File: config.mk
export PLATFORM = sky130hd
export DESIGN_NAME = riscv_core_div_ctrl
export DESIGN_NICKNAME = d
export VERILOG_FILES = /design/src/rtl/riscv_core_div_pkg.sv /design/src/rtl/riscv_core_div_fixup.sv /design/src/rtl/riscv_core_div_ctrl.sv
export SDC_FILE = /design/constraint.sdc
export NUM_CORES = 1
export LEC_CHECK = 0
export CAP_MARGIN = 10
export CORE_MARGIN = 2
export CORE_UTILIZATION = 53
export DETAILED_ROUTE_END_ITERATION = 8
export HOLD_SLACK_MARGIN = 0.08
export PLACE_DENSITY_LB_ADDON = 0.12
export SLEW_MARGIN = 40
export SYNTH_ARGS = -nofsm -noshare
export SYNTH_HDL_FRONTEND = slang
export SYNTH_SLANG_ARGS = --single-unit
File: constraint.sdc
create_clock -name i_non_restoring_clk -period 7.5 [get_ports i_non_restoring_clk]
set_input_delay 1.125 -clock i_non_restoring_clk [delete_from_list [all_inputs] [get_ports i_non_restoring_clk]]
set_output_delay 1.125 -clock i_non_restoring_clk [all_outputs]
set_load 0.005 [all_outputs]
File: src/rtl/riscv_core_div_pkg.sv
// Shared types and helpers for the RV64M divide controller.
package riscv_core_div_pkg;

   // Widest operand the helpers handle. Narrower XLEN values are cast in and out.
   localparam int unsigned DIV_MAX_XLEN = 64;

   typedef enum logic [1:0] {
      DIV_OP_DIV  = 2'd0,
      DIV_OP_DIVU = 2'd1,
      DIV_OP_REM  = 2'd2,
      DIV_OP_REMU = 2'd3
   } div_op_e;

   typedef enum logic [2:0] {
      DIV_IDLE,
      DIV_ISSUE,
      DIV_WAIT,
      DIV_RESP,
      DIV_DRAIN
   } div_state_e;

   // Conditional two's-complement negation. Used both for taking magnitudes
   // and for re-applying signs; the most-negative value maps to itself,
   // which read as unsigned is 2^(XLEN-1).
   function automatic logic [DIV_MAX_XLEN-1:0] abs_xlen(input logic [DIV_MAX_XLEN-1:0] val,
                                                        input logic                    neg);
      return neg ? (-val) : val;
   endfunction

   function automatic logic is_signed_op(input div_op_e op);
      return (op == DIV_OP_DIV) || (op == DIV_OP_REM);
   endfunction

   function automatic logic is_rem_op(input div_op_e op);
      return (op == DIV_OP_REM) || (op == DIV_OP_REMU);
   endfunction

endpackage

File: src/rtl/riscv_core_div_fixup.sv
// Sign and word fix-up of a raw quotient/remainder into the final result.
module riscv_core_div_fixup
   import riscv_core_div_pkg::*;
#(
   parameter int unsigned XLEN = 64
) (
   input  div_op_e          i_op,
   input  logic             i_word,
   input  logic             i_quot_neg,
   input  logic             i_rem_neg,
   input  logic [XLEN-1:0]  i_quot,
   input  logic [XLEN-1:0]  i_rem,
   output logic [XLEN-1:0]  o_result
);

   logic            is_rem;
   logic            neg;
   logic [XLEN-1:0] raw;
   logic [XLEN-1:0] val;

   // Select quotient or remainder, re-apply the sign, then word sign-extend.
   always_comb begin
      is_rem   = is_rem_op(i_op);
      neg      = is_signed_op(i_op) & (is_rem ? i_rem_neg : i_quot_neg);
      raw      = is_rem ? i_rem : i_quot;
      val      = XLEN'(abs_xlen(DIV_MAX_XLEN'(raw), neg));
      o_result = i_word ? {{(XLEN-32){val[31]}}, val[31:0]} : val;
   end

endmodule

File: src/rtl/riscv_core_div_ctrl.sv
// Issue/response controller in front of the sequential non-restoring divider.
module riscv_core_div_ctrl
   import riscv_core_div_pkg::*;
#(
   parameter int unsigned XLEN = 64
) (
   input  logic             i_non_restoring_clk,
   input  logic             i_non_restoring_rstn,
   input  logic             i_div_valid,
   output logic             o_div_ready,
   input  logic [1:0]       i_div_op,
   input  logic             i_div_word,
   input  logic [XLEN-1:0]  i_div_rs1,
   input  logic [XLEN-1:0]  i_div_rs2,
   input  logic             i_div_flush,
   output logic             o_div_result_valid,
   input  logic             i_div_result_ready,
   output logic [XLEN-1:0]  o_div_result,
   output logic             o_non_restoring_en,
   output logic [XLEN-1:0]  o_non_restoring_dividend,
   output logic [XLEN-1:0]  o_non_restoring_divisor,
   input  logic             i_non_restoring_done,
   input  logic [XLEN-1:0]  i_non_restoring_quotient,
   input  logic [XLEN-1:0]  i_non_restoring_remainder
);

   div_state_e      state_q, state_d;
   div_op_e         op_q, op_d;
   logic            word_q, word_d;
   logic            quot_neg_q, quot_neg_d;
   logic            rem_neg_q, rem_neg_d;
   logic [XLEN-1:0] dividend_q, dividend_d;
   logic [XLEN-1:0] divisor_q, divisor_d;
   logic [XLEN-1:0] result_q, result_d;

   div_op_e         op_in;
   logic            signed_in, sign1, sign2;
   logic            div_zero, min_dividend, overflow, shortcut;
   logic [XLEN-1:0] rs1_ext, rs2_ext, mag1, mag2, sc_quot, sc_rem;

   div_op_e         fx_op;
   logic            fx_word, fx_quot_neg, fx_rem_neg;
   logic [XLEN-1:0] fx_quot, fx_rem, fx_result;

   // Operand preparation: width extension, signs, magnitudes and shortcut detection.
   always_comb begin
      op_in     = div_op_e'(i_div_op);
      signed_in = is_signed_op(op_in);
      rs1_ext   = i_div_word ? {{(XLEN-32){signed_in & i_div_rs1[31]}}, i_div_rs1[31:0]} : i_div_rs1;
      rs2_ext   = i_div_word ? {{(XLEN-32){signed_in & i_div_rs2[31]}}, i_div_rs2[31:0]} : i_div_rs2;
      sign1     = signed_in & rs1_ext[XLEN-1];
      sign2     = signed_in & rs2_ext[XLEN-1];
      mag1      = XLEN'(abs_xlen(DIV_MAX_XLEN'(rs1_ext), sign1));
      mag2      = XLEN'(abs_xlen(DIV_MAX_XLEN'(rs2_ext), sign2));
      div_zero  = (rs2_ext == '0);
      min_dividend = i_div_word ? (rs1_ext[31:0] == 32'h8000_0000)
                                : (rs1_ext == {1'b1, {(XLEN-1){1'b0}}});
      overflow  = signed_in & min_dividend & (rs2_ext == '1);
      shortcut  = div_zero | overflow;
      sc_quot   = div_zero ? '1 : rs1_ext;
      sc_rem    = div_zero ? rs1_ext : '0;
   end

   // Shared fix-up: shortcut values (already signed, so no negation) while idle,
   // divider outputs with the registered signs otherwise.
   always_comb begin
      if (state_q == DIV_IDLE) begin
         fx_op       = op_in;
         fx_word     = i_div_word;
         fx_quot_neg = 1'b0;
         fx_rem_neg  = 1'b0;
         fx_quot     = sc_quot;
         fx_rem      = sc_rem;
      end else begin
         fx_op       = op_q;
         fx_word     = word_q;
         fx_quot_neg = quot_neg_q;
         fx_rem_neg  = rem_neg_q;
         fx_quot     = i_non_restoring_quotient;
         fx_rem      = i_non_restoring_remainder;
      end
   end

   riscv_core_div_fixup #(
      .XLEN(XLEN)
   ) u_fixup (
      .i_op       (fx_op),
      .i_word     (fx_word),
      .i_quot_neg (fx_quot_neg),
      .i_rem_neg  (fx_rem_neg),
      .i_quot     (fx_quot),
      .i_rem      (fx_rem),
      .o_result   (fx_result)
   );

   // Next-state and register updates for the issue/response FSM.
   always_comb begin
      state_d    = state_q;
      op_d       = op_q;
      word_d     = word_q;
      quot_neg_d = quot_neg_q;
      rem_neg_d  = rem_neg_q;
      dividend_d = dividend_q;
      divisor_d  = divisor_q;
      result_d   = result_q;
      case (state_q)
         DIV_IDLE: begin
            if (i_div_valid && !i_div_flush) begin
               op_d       = op_in;
               word_d     = i_div_word;
               quot_neg_d = sign1 ^ sign2;
               rem_neg_d  = sign1;
               dividend_d = mag1;
               divisor_d  = mag2;
               if (shortcut) begin
                  result_d = fx_result;
                  state_d  = DIV_RESP;
               end else begin
                  state_d  = DIV_ISSUE;
               end
            end
         end
         DIV_ISSUE: state_d = i_div_flush ? DIV_DRAIN : DIV_WAIT;
         DIV_WAIT: begin
            if (i_div_flush) begin
               state_d = i_non_restoring_done ? DIV_IDLE : DIV_DRAIN;
            end else if (i_non_restoring_done) begin
               result_d = fx_result;
               state_d  = DIV_RESP;
            end
         end
         DIV_RESP: begin
            if (i_div_flush || i_div_result_ready) state_d = DIV_IDLE;
         end
         DIV_DRAIN: begin
            if (i_non_restoring_done) state_d = DIV_IDLE;
         end
         default: state_d = DIV_IDLE;
      endcase
   end

   // State and operand registers.
   always_ff @(posedge i_non_restoring_clk or negedge i_non_restoring_rstn) begin
      if (!i_non_restoring_rstn) begin
         state_q    <= DIV_IDLE;
         op_q       <= DIV_OP_DIV;
         word_q     <= 1'b0;
         quot_neg_q <= 1'b0;
         rem_neg_q  <= 1'b0;
         dividend_q <= '0;
         divisor_q  <= '0;
         result_q   <= '0;
      end else begin
         state_q    <= state_d;
         op_q       <= op_d;
         word_q     <= word_d;
         quot_neg_q <= quot_neg_d;
         rem_neg_q  <= rem_neg_d;
         dividend_q <= dividend_d;
         divisor_q  <= divisor_d;
         result_q   <= result_d;
      end
   end

   assign o_div_ready              = (state_q == DIV_IDLE);
   assign o_div_result_valid       = (state_q == DIV_RESP);
   assign o_div_result             = result_q;
   assign o_non_restoring_en       = (state_q == DIV_ISSUE);
   assign o_non_restoring_dividend = dividend_q;
   assign o_non_restoring_divisor  = divisor_q;

endmodule
==> reports/qor.yml <==
status: "completed"
drive_gt1_frac: 0.0645
start_util: 0.537
powerDensity_mw_per_mm2: 340
setup_viol: 0
hp-class: "reg2reg"
postLayoutCellArea_mm2: 0.0212
async_reset_ff_frac: 1.00
slew_violations: 0
synth-edff-count: 0
ys_ff_latch: 200
holdWs_ns: 0.486
place_congestion: 0.987
start_kind: "input port"
syn2layout_area_growth_pct: 34.3
cts_tree: "yes"
syn-cell-area_mm2: 0.0158
skew_ns: 0.0172
grt.overflow.total: 0
crit_required_ns: 7.85
maxSlewHeadroom: 0.370
layout_commonest_cell: "clkdlybuf4s50_1"
finalHoldViolations: 0
cp_slowest_cell: "or4_1"
syn_nets: 2306
drtIter0Drc: 2013
wl_per_cell_um: 23.3
yosys-top-cells-area: "dfrtp_1, o21ai_0, nand2_1, xnor2_1, nor2_1"
vias: 17800
clkSinkCount: 200
hpwl_um: 49800
drv_cap: 0
crit_path_cell_trace: "clkdlybuf4s50_1 -> or4_4 -> or4_1 -> a211oi_2 -> nand4_2 -> o31ai_1 -> nor2_1 -> a31oi_1 -> a21o_1 -> inv_1 -> and3_1 -> o21a_1 -> o22a_1"
r2r_start: "state_q[2]"
drc: 0
grt_pass1_wl_um: 97500
grt_setup_unrepaired: "false"
port_buffers: 459
grtUsageMet3: 0.0780
cts_root_buffer: "clkbuf_16"
total_power_uw: 7210
cp.arrival_ns: 6.06
grt_max_degree: 263
p_clk_frac: 0.145
fin_crit_sh: 0.761
synth_top_area_cell: "dfrtp_1"
intPower_uw: 4000
chipWidth_um: 177
setup-tns-final_ns: 0
seqPwrFrac: 0.271
wl_um: 65300
ys_warn_count: 0
avgViaCountPerCell: 6.35
clkLatencyLatePin_ns: 0.47
avgSynthCellArea_um2: 7.77
syn_inst: 2037
final_cell_mix: "clkdlybuf4s50_1, nand2_1, o21ai_0"
layout.nets: 2660
synth_flop_cell: "dfrtp_1"
die_area_mm2: 0.0312
ant_nets: 0
synth.top_cell.area_share: 0.316
grt_antenna_before_repair: 7
cp_max_fo: 23
startpoint: "i_div_rs2[10]"
dpl.cell_count: 2761
post_dp_cell_area_mm2: 0.0205
busiest_layer: "met2"
tightest_slew_ns: 0.945
grt_util_met2: 0.648
min_from: "o_non_restoring_dividend[25]"
grtUsageMet1: 0.526
power_switching_uw: 3210
vdd.ir_drop.worst_v: 0.000260
ctsHtreeMaxLevel: 4
p_leak_uw: 0.00833
critPathCaptureType: "register"
core_area_mm2: 0.0295
clk_path_buf_depth: 2
track_usage: 0.407
max_stage_delay_ns: 0.74
cts_resized: 0
critPathKind: "in2reg"
drtPass1Iterations: 6
pwr-share-comb: 0.584
fp-row-count: 63
cts_buffers: 17
period_minus_slack_ns: 5.71
switching_share: 0.445
cts_setup_buffers: 0
clock.fmax_mhz: 175
yosysSeqAreaShare: 0.316
hold_buffers: 0
chipHeight_um: 177
clkTransAtPathRegs_ns: 0.09
grt_pass1_vias: 16800
layout.cells.non_filler: 2802
io-pin-count: 460
synth_cell_types: 100
==> layer usage <==
metal  vias up  wire, um
met5         -         0
met4         0      3750
met3       230      6210
met2      1125     30000
met1      8447     25300
li1       7986         -
==> final timing paths <==
path | endpoint | cells after the start | slack [ns]
worst max register to register | o_div_result[55] | 14 | 2.22
min in group asynchronous | o_non_restoring_divisor[6] | 1 | 0.63
worst max-delay path | o_div_result[59] | 13 | 1.79
max in group asynchronous | o_div_result[47] | 2 | 5.81
worst min register to register | o_non_restoring_dividend[25] | 2 | 0.49
worst min-delay path | o_non_restoring_dividend[25] | 2 | 0.49
==> kinds of logic after synthesis <==
kind of cell             count (synthesis)  share of synthesized area
XOR/XNOR                               182                      0.101
buffers and inverters                  182                     0.0490
AND/OR/NAND/NOR                        732                      0.220
flip-flops                             200                      0.316
multiplexers                            72                     0.0467
adder cells (fa/ha/maj)                 27                     0.0178
AO/OA/AOI/OAI                          642                      0.250
==> Yosys cell counts, drive strengths merged (5+ instances only) <==
master / instances
or4: 14
nor2: 204
a211oi: 15
buf: 52
dfrtp: 200
mux2i: 58
nand4: 27
a21boi: 14
mux2: 14
o211ai: 9
a41oi: 8
o31ai: 22
a31oi: 49
o21a: 7
o21ai: 275
and2: 10
xnor2: 102
a2111oi: 7
nor2b: 14
and3: 5
xor2: 80
a21oi: 146
or3: 14
nand2b: 10
inv: 34
clkbuf: 95
or2: 13
nand2: 286
maj3: 23
a21o: 15
o22a: 16
nor4b: 6
o41ai: 7
nor3: 56
nand3: 23
o22ai: 5
a31o: 7
nor4: 34
==> power by group through the flow <==
stage	Clock (uW)	Combinational, uW	Sequential, uW
4_1_cts	1040	4120	1950
3_3_place_gp	0	4010	1950
2_1_floorplan	0	2200	1880
6_report	1050	4210	1960
3_5_place_dp	0	4090	1960
5_1_grt	1090	4500	2010
==> sequential cells by signal, indices dropped and copies added (netlist names) <==
register and flops:
word_q 1, o_div_result 64, rem_neg_q 1, quot_neg_q 1, state_q 3, op_q 2, o_non_restoring_dividend 64, o_non_restoring_divisor 64
==> critical path: cells and delay by family <==
kind | cells | cell delay, ns
compound gates | 6 | 1.93
simple gates | 5 | 2.35
buf+inv | 2 | 0.64
==> through the flow <==
stage	utilization	worst slack, ns
global placement	0.695	1.41
floorplan	-	2.66
finish	0.721	1.79
CTS	0.718	1.88
detailed placement	0.696	1.41
global route	0.720	1.62
==> area by class of cell <==
type / instances / area, um^2
diodes: 8 / 20.0
clock buffers: 17 / 425
clock inverters: 15 / 219
fillers: 2295 / 8240
inverters: 35 / 133
multi-input cells: 1655 / 10100
flip-flops and latches: 200 / 5010
well taps: 390 / 488
repair buffers: 482 / 4810
No activity file was read; power rests on OpenSTA's default activity.
